## src/rtl/serial_out_pkg.sv

```systemverilog
// Shared definitions for the serial output scheduler and its engine:
// FSM state encoding, engine idle-mode codes and a width helper.
package serial_out_pkg;

  typedef enum logic [1:0] {
    S_IDLE  = 2'd0,
    S_START = 2'd1,
    S_RUN   = 2'd2,
    S_ACK   = 2'd3
  } state_t;

  localparam logic [1:0] IDLE_LOW    = 2'd0;
  localparam logic [1:0] IDLE_HIGH   = 2'd1;
  localparam logic [1:0] IDLE_KEEP   = 2'd2;
  localparam logic [1:0] IDLE_REPEAT = 2'd3;

  // REPEAT is not a legal engine idle mode; it falls back to LOW
  function automatic logic [1:0] coerce_idle(input logic [1:0] m);
    return (m == IDLE_REPEAT) ? IDLE_LOW : m;
  endfunction

  function automatic int cw(input int v);
    return (v > 1) ? $clog2(v) : 1;
  endfunction

endpackage

```

## src/rtl/serial_out_sched_rr_arbiter.sv

```systemverilog
// Round-robin pick: first set request searching upward from ptr+1,
// wrapping; returns a one-hot grant and its index.
module rr_arbiter #(
  parameter int N  = 4,
  parameter int IW = 2
) (
  input  logic [N-1:0]  i_req,
  input  logic [IW-1:0] i_ptr,
  output logic [N-1:0]  o_grant,
  output logic [IW-1:0] o_idx,
  output logic          o_valid
);

  always_comb begin
    int j;
    logic [IW-1:0] w_j;
    o_grant = '0;
    o_idx   = '0;
    o_valid = 1'b0;
    for (int i = 1; i <= N; i++) begin
      j = int'(i_ptr) + i;
      if (j >= N) j = j - N;
      w_j = IW'(j);
      if (!o_valid && i_req[w_j]) begin
        o_valid    = 1'b1;
        o_grant[w_j] = 1'b1;
        o_idx      = w_j;
      end
    end
  end

endmodule

```

## src/rtl/serial_out_sched.sv

```systemverilog
// Arbitrates NUM_CH requesters onto one serial output engine:
// start/stop/tick sequencing, watchdog and per-channel acks.
module serial_out_sched
  import serial_out_pkg::*;
#(
  parameter int NUM_CH      = 4,
  parameter int DATA_BIT    = 16,
  parameter int DIV_HIGH    = 2,
  parameter int DIV_LOW     = 8,
  parameter int TIMEOUT_CYC = 65535
) (
  input  logic                       clk,
  input  logic                       rst,
  input  logic [NUM_CH-1:0]          i_req,
  input  logic [NUM_CH*DATA_BIT-1:0] i_data,
  input  logic [NUM_CH-1:0]          i_freq_sel,
  input  logic [1:0]                 i_idle_mode,
  input  logic                       i_abort,
  input  logic                       i_so_done_tick,
  output logic                       o_so_start,
  output logic                       o_so_stop,
  output logic                       o_so_tick,
  output logic [1:0]                 o_so_idle_mode,
  output logic [DATA_BIT-1:0]        o_so_data,
  output logic [NUM_CH-1:0]          o_grant,
  output logic [NUM_CH-1:0]          o_ack,
  output logic                       o_timeout,
  output logic                       o_busy
);

  localparam int IW   = cw(NUM_CH);
  localparam int DMAX = (DIV_HIGH > DIV_LOW) ? DIV_HIGH : DIV_LOW;
  localparam int PW   = cw(DMAX);
  localparam int WW   = cw(TIMEOUT_CYC);

  localparam logic [PW-1:0] P_HI    = PW'(DIV_HIGH - 1);
  localparam logic [PW-1:0] P_LO    = PW'(DIV_LOW - 1);
  localparam logic [WW-1:0] WD_LAST = WW'(TIMEOUT_CYC - 1);

  state_t r_state;
  state_t w_next;

  logic [IW-1:0]       r_ptr;
  logic [IW-1:0]       r_idx;
  logic [NUM_CH-1:0]   r_grant;
  logic [DATA_BIT-1:0] r_data;
  logic                r_freq;
  logic [PW-1:0]       r_pre;
  logic [WW-1:0]       r_wd;

  logic [NUM_CH-1:0] w_arb_grant;
  logic [IW-1:0]     w_arb_idx;
  logic              w_arb_valid;
  logic [PW-1:0]     w_pre_last;
  logic              w_tick;
  logic              w_wd_hit;
  logic              w_stop;
  logic              w_done;

  rr_arbiter #(
    .N  (NUM_CH),
    .IW (IW)
  ) u_arb (
    .i_req   (i_req),
    .i_ptr   (r_ptr),
    .o_grant (w_arb_grant),
    .o_idx   (w_arb_idx),
    .o_valid (w_arb_valid)
  );

  assign w_pre_last = r_freq ? P_HI : P_LO;

  always_comb begin
    w_next   = r_state;
    w_tick   = 1'b0;
    w_wd_hit = 1'b0;
    w_stop   = 1'b0;
    w_done   = 1'b0;
    unique case (r_state)
      S_IDLE: begin
        if (w_arb_valid) w_next = S_START;
      end
      S_START: begin
        w_stop = i_abort;
        w_next = i_abort ? S_IDLE : S_RUN;
      end
      S_RUN: begin
        w_tick   = (r_pre == w_pre_last);
        w_wd_hit = (r_wd == WD_LAST);
        // abort and watchdog both outrank a same-cycle done
        w_stop   = i_abort | w_wd_hit;
        if (w_stop)              w_next = S_IDLE;
        else if (i_so_done_tick) w_next = S_ACK;
      end
      S_ACK: begin
        w_done = 1'b1;
        w_next = S_IDLE;
      end
      default: w_next = S_IDLE;
    endcase
  end

  always_ff @(posedge clk) begin
    if (rst) r_state <= S_IDLE;
    else     r_state <= w_next;
  end

  always_ff @(posedge clk) begin
    if (rst) begin
      r_ptr   <= IW'(NUM_CH - 1);
      r_idx   <= '0;
      r_grant <= '0;
      r_data  <= '0;
      r_freq  <= 1'b0;
      r_pre   <= '0;
      r_wd    <= '0;
    end else begin
      if (r_state == S_IDLE && w_arb_valid) begin
        r_idx   <= w_arb_idx;
        r_grant <= w_arb_grant;
        r_data  <= i_data[w_arb_idx*DATA_BIT +: DATA_BIT];
        r_freq  <= i_freq_sel[w_arb_idx];
      end
      if (r_state == S_START) begin
        r_pre <= '0;
        r_wd  <= '0;
      end
      if (r_state == S_RUN) begin
        r_pre <= w_tick ? '0 : r_pre + PW'(1);
        r_wd  <= r_wd + WW'(1);
      end
      if (w_stop || w_done) begin
        r_ptr   <= r_idx;
        r_grant <= '0;
      end
    end
  end

  assign o_so_start     = (r_state == S_START);
  assign o_so_stop      = w_stop;
  assign o_so_tick      = w_tick;
  assign o_timeout      = w_wd_hit;
  assign o_ack          = w_done ? r_grant : '0;
  assign o_grant        = r_grant;
  assign o_busy         = (r_state != S_IDLE);
  assign o_so_data      = r_data;
  assign o_so_idle_mode = coerce_idle(i_idle_mode);

endmodule

```

## config.mk

```make
export PLATFORM = sky130hd
export DESIGN_NAME = serial_out_sched
export DESIGN_NICKNAME = d
export VERILOG_FILES = /design/src/rtl/serial_out_pkg.sv /design/src/rtl/serial_out_sched_rr_arbiter.sv /design/src/rtl/serial_out_sched.sv
export SDC_FILE = /design/constraint.sdc
export NUM_CORES = 1
export LEC_CHECK = 0
export ABC_AREA = 1
export CORE_MARGIN = 2
export CORE_UTILIZATION = 51
export DETAILED_ROUTE_END_ITERATION = 8
export PLACE_DENSITY_LB_ADDON = 0.05
export SLEW_MARGIN = 5
export SYNTH_ARGS = -nofsm -noshare
export SYNTH_HDL_FRONTEND = slang
export SYNTH_SLANG_ARGS = --single-unit
```

## constraint.sdc

```tcl
create_clock -name clk -period 3.34 [get_ports clk]
set_input_delay 1.002 -clock clk [delete_from_list [all_inputs] [get_ports clk]]
set_output_delay 1.002 -clock clk [all_outputs]
set_load 0.005 [all_outputs]
```

After elaboration in Yosys (flattened, before gate mapping)
Cells that the tools add are included.
- input port bits: 78
- output and inout bits: 31
- register bits after elaboration: 46
- logic and storage cells: 112
- shift operators: 1
- reduce and logical (&&, ||, !) cells: 17
- $add $sub $neg: 10
- bitwise gates (word level): 4
- equal/unequal tests: 8
- magnitude comparators: 13
- mux-type cells: 51
- operator list (kind ; number):
    $shiftx A64 B7 Y16 ; 1
    $mux W16 ; 2
    $mux W2 ; 13
    $mux W4 ; 5
    $add A16 B1 Y16 const B ; 1
    $eq A16 B16 Y1 const B ; 1
    $mux W1 ; 16
    $lt A2 B3 Y1 const B ; 5
    $mux W3 ; 4
    $or A4 B4 Y4 ; 3
    $bmux W1 S2 ; 5
    $ge A3 B3 Y1 const B ; 3
    $demux W1 S2 ; 4
    $ge A2 B1 Y1 const B ; 4
    $logic_and A1 B1 Y1 ; 8
    $pmux W2 S4 ; 1
    $sub A2 B1 Y2 const B ; 4
    $add A2 B2 Y3 const B ; 2
    $eq A2 B2 Y1 const B ; 3
    $add A2 B3 Y4 const B ; 1
    $ge A4 B3 Y1 const B ; 1
    $reduce_bool A2 Y1 ; 2
    $add A2 B1 Y3 const B ; 1
    $add A3 B1 Y3 const B ; 1
    11 further kinds ; 13

Depth between registers and ports, before layout
- depth after elaboration: 17
- mapped depth: 17
- mapped depth without buffers: 15

By module
From an unflattened synthesis, not the netlist that was laid out.
- cell total of the unflattened synthesis: 475
- area total of the unflattened synthesis: 3095.5 sq um
- by module, submodules not included (module ; times used ; cells each ; area each (sq um) ; seq. area each (sq um)):
    serial_out_sched ; 1 ; 401 ; 2637.5 ; 920.9
    rr_arbiter ; 1 ; 74 ; 457.9 ; 0.0

Worst setup path before layout
OpenSTA, ideal clock, no wires.
- kind: in2reg
- start: input port i_req[2]
- end: register r_data[0] (netlist: o_so_data[0])
- cell stages on the path: 10
- library setup time: 115 ps
- required time: 3225 ps
- arrival time: 2160 ps
- path buffers: 0
- path slack: 1066 ps
- cell sequence: inv_1 > nand2_1 > nand3_2 > nand2_4 > inv_4 > nand3_2 > o21ai_4 > nand2_4 > nor3b_2 > nor2_1
- longest elaborated chain between the ends: 13
- elaborated cells between the ends (all ways): 24
- those cells by class: shift: 1; mux: 16; reduce/logical: 7
- ends and longest elaborated chain (element ; RTL line ; text):
    start, declared ; serial_out_sched.sv:14 ; input logic [NUM_CH-1:0] i_req,
    $bmux W1 S2 ; serial_out_sched_rr_arbiter.sv:24 ; if (!o_valid && i_req[w_j]) begin
    $mux W1 (implied by the code) ; serial_out_sched_rr_arbiter.sv:24 ;
    $mux W1 ; serial_out_sched_rr_arbiter.sv:24 ;
    $logic_not A1 Y1 ; serial_out_sched_rr_arbiter.sv:24 ;
    $logic_and A1 B1 Y1 ; serial_out_sched_rr_arbiter.sv:24 ;
    $mux W1 ; serial_out_sched_rr_arbiter.sv:24 ;
    $logic_not A1 Y1 ; serial_out_sched_rr_arbiter.sv:24 ;
    $logic_and A1 B1 Y1 ; serial_out_sched_rr_arbiter.sv:24 ;
    $mux W1 ; serial_out_sched_rr_arbiter.sv:24 ;
    $logic_not A1 Y1 ; serial_out_sched_rr_arbiter.sv:24 ;
    $logic_and A1 B1 Y1 ; serial_out_sched_rr_arbiter.sv:24 ;
    $mux W2 / $mux W1 (equally long branches) ; serial_out_sched_rr_arbiter.sv:24 ;
    $shiftx A64 B7 Y16 / $logic_and A1 B1 Y1 (equally long branches) ; serial_out_sched.sv:121, serial_out_sched.sv:118 ;
    end signal, assigned ; serial_out_sched.sv:121 ; r_data <= i_data[w_arb_idx*DATA_BIT +: DATA_BIT];
    end, declared ; serial_out_sched.sv:46 ; logic [DATA_BIT-1:0] r_data;
Several ways; a longest one is shown, not always the timed one. The select of a mux whose other input is x is not followed.
A chain may end at the register's enable or synchronous reset.

Worst setup path after layout
- start: input port i_abort
- end: output port o_so_stop
- longest elaborated chain between the ends: 2
- ends and longest elaborated chain (element ; RTL line ; text):
    start, declared ; serial_out_sched.sv:18 ; input logic i_abort,
    $or A1 B1 Y1 ; serial_out_sched.sv:91 ; w_stop = i_abort | w_wd_hit;
    $pmux W1 S2 (*) ; serial_out_sched.sv:79 ; unique case (r_state)
    end, declared ; serial_out_sched.sv:21 ; output logic o_so_stop,
Mark *: on every way between the ends. The rest lies on a longest branch, timed or not.

==> impl_metrics.toml <==
[setup_path]
reg2reg_to = "o_so_data[0]"
cp_max_fo = 3
r2r-start = "r_ptr[0]"
path_class = "in -> out"
worst_ep_arrival_time_ns = 2.25
startpoint_type = "primary input"
r2r_cells = 13
rrSetupSlack_ns = 0.53
critPathCaptureType = "output port"
required_ns = 2.34

[floorplanning]
coreArea_um2 = 6350
boundaryPins = 109
dieHeight_um = 84.9
start_util_pct = 52.6
dieArea_um2 = 7210
die_w_um = 84.9
rows = 29

[clocking]
cts_setup_buffers = 0
cts_buffer_depth = 2
root_buffer = "clkbuf_8"
cts_resized = 0
cts_max_level = 2
postCtsHoldBufs = 0
cts_tree = "yes"
cts_buffers = 5
clk_latency_ns = 0.30
cts_num_sinks = 46
path_clk_slew_ns = 0.09

[logic_synthesis]
ys.flop_type = "dfxtp_1"
synth_area_leaders = "dfxtp_1, nand2_1, inv_1"
synth.ff_latch_count = 46
yosysTopAreaCellShare_pct = 27.6
yosysUniqueCellTypes = 34
async_reset_ff_share_pct = 0
yosysSeqAreaShare_pct = 27.6
syn_nets = 625
yosys_warnings = 0
synth-edff-count = 0
syn_inst = 531
synth_area_leader_cell = "dfxtp_1"
avgSynthCellArea_um2 = 6.29
syn_area_um2 = 3340

[detailed_routing]
drt-wirelength-per-cell_um = 12.0
drt-initial-drc-count = 143
num_vias = 3594
drc_errors = 0
drt_pre_antenna_iters = 4
wl_mm = 8.61
ant_nets = 0
viasPerCell = 5.01

[power_and_ir_drop]
clockPowerShare_pct = 19.7
p_int_mw = 1.57
power_frac_comb_pct = 51.1
switching_share_pct = 38.7
p_leak_nw = 2.26
cellPowerDensity_nw_per_um2 = 553
p_seq_share_pct = 29.2
power.net_switching_uw = 988
ir_drop_uv = 372
total_power_mw = 2.56

[placement]
dp_hpwl_mm = 6.41
io_buffers = 108
gp_congestion = 0.849

[global_routing]
grt_first_pass_wirelength_mm = 15.0
grt-ovfl-total = 0
grt_max_degree = 34
grt_pass1_vias = 3516
grt_usage_pct = 24.5
antenna_found_initial = 0

[sta]
drv_slew = 0
final.min_clock_period_ns = 3.25
fin_crit_sh_pct = 97.4
finalSetupTns_ns = 0
fin_skew_ns = 0.00729
max_freq_mhz = 307
relSlewSlack_pct = 61.7
setup_violations = 0
rsz0062_at_grt = "no"
tightest_slew_ns = 0.574
hold_viol = 0

[worst_hold_path]
worstHoldStart = "r_wd[15]"
min_path_cells = 1
min_to = "r_wd[15]"
min_path_type = "reg -> reg"

[cells_and_area]
area_growth_pct = 38.4
drive_gt1_share_pct = 7.66
antennaDiodeCount = 0
multiInputGateArea_um2 = 1930
regArea_um2 = 921
fin_nets = 733
nFillCells = 539

[run_status]
status = "finished, final reports clean"

[run]
maxCapViolations = 0
## metal layers
layer  share of wire, %  global-route usage (%)  wire, um
met2                 45                    42.2      3880
met4               0.79                    5.05        68
met3                6.4                    5.16       549
met5                  0                       0         0
met1                 48                    31.9      4110
## worst max-delay path by stage
stage	slack [ns]	startpoint	to
2_1_floorplan	1.07	i_req[2]	o_so_data[0]
3_3_place_gp	0.1	i_abort	o_so_stop
3_5_place_dp	0.08	i_abort	o_so_stop
4_1_cts	0.08	i_abort	o_so_stop
5_1_grt	0.04	i_abort	o_so_stop
6_report	0.09	i_abort	o_so_stop
## power groups by stage
stage	registers, mW	clock network (mW)	logic (mW)
finish	0.747	0.504	1.31
global route	0.764	0.535	1.46
CTS	0.747	0.510	1.31
detailed placement	0.758	0	1.30
global placement	0.754	0	1.27
floorplan	0.754	0	0.845
## metrics by stage
step	hold slack (ns)	util [%]	instance area, um2	setup slack (ns)	instances
2_1_floorplan	0.422	-	3340	1.07	531
3_3_place_gp	0.436	70.6	4480	0.0991	709
3_5_place_dp	0.441	70.6	4480	0.0772	709
4_1_cts	0.456	72.8	4620	0.0766	717
5_1_grt	0.479	72.8	4620	0.0387	717
6_report	0.453	72.8	4620	0.0860	717
## synth_stat cells (3+ instances only)
cell,number
nor2_1,78
nor3_1,7
nand2_4,6
o21ai_0,18
buf_4,3
a211oi_1,3
ha_1,16
nor3b_2,9
nand3_1,60
nand3_2,5
inv_2,5
buf_2,3
nand2_1,114
buf_6,4
clkbuf_1,3
inv_1,95
nand2_2,4
a21oi_1,34
dfxtp_1,46
## area by class of cell
class                           instances  area share, %
Tap cell                               77           2.08
Timing Repair Buffer                  114           24.6
Clock inverter                          2           1.30
Multi-Input combinational cell        370           41.8
Sequential cell                        46           19.9
Inverter                              102           8.44
Clock buffer                            6           1.79
## state kept, by name, indices dropped and copies added, names as in the netlist
register,flops
o_grant,4
r_freq,1
r_wd,16
r_pre,3
r_state,2
o_so_data,16
r_ptr,2
r_idx,2
## critical path, cell delays in order
cell and delay (ns):
clkdlybuf4s50_1 0.47, inv_1 0.06, nand2_1 0.06, nand3_1 0.09, inv_1 0.07, clkdlybuf4s50_1 0.50
## cells by family after synthesis
| family | count (synthesis) | share of synthesized area [%] |
|---|---|---|
| AOI/OAI and AO/OA | 65 | 10.9 |
| DFF | 46 | 27.6 |
| buffers and inverters | 115 | 14.5 |
| adders and majority gates | 16 | 5.99 |
| and+or+nand+nor | 289 | 41.0 |
## cells in the final DEF (no fill, tap or decap), types with 2 or more instances in the layout
cell / instances
nand2_1: 114
clkdlybuf4s50_1: 108
inv_1: 95
nor2_1: 78
nand3_1: 60
dfxtp_1: 46
a21oi_1: 34
o21ai_0: 18
ha_1: 16
nor3b_2: 9
nor3_1: 7
nand2_4: 6
clkbuf_8: 6
inv_2: 5
nand3_2: 5
buf_4: 5
nand2_2: 4
a211oi_1: 3
nand4_1: 2
o21ai_1: 2
a221oi_1: 2
bufinv_16: 2
No activity file was read; power rests on OpenSTA's default activity.
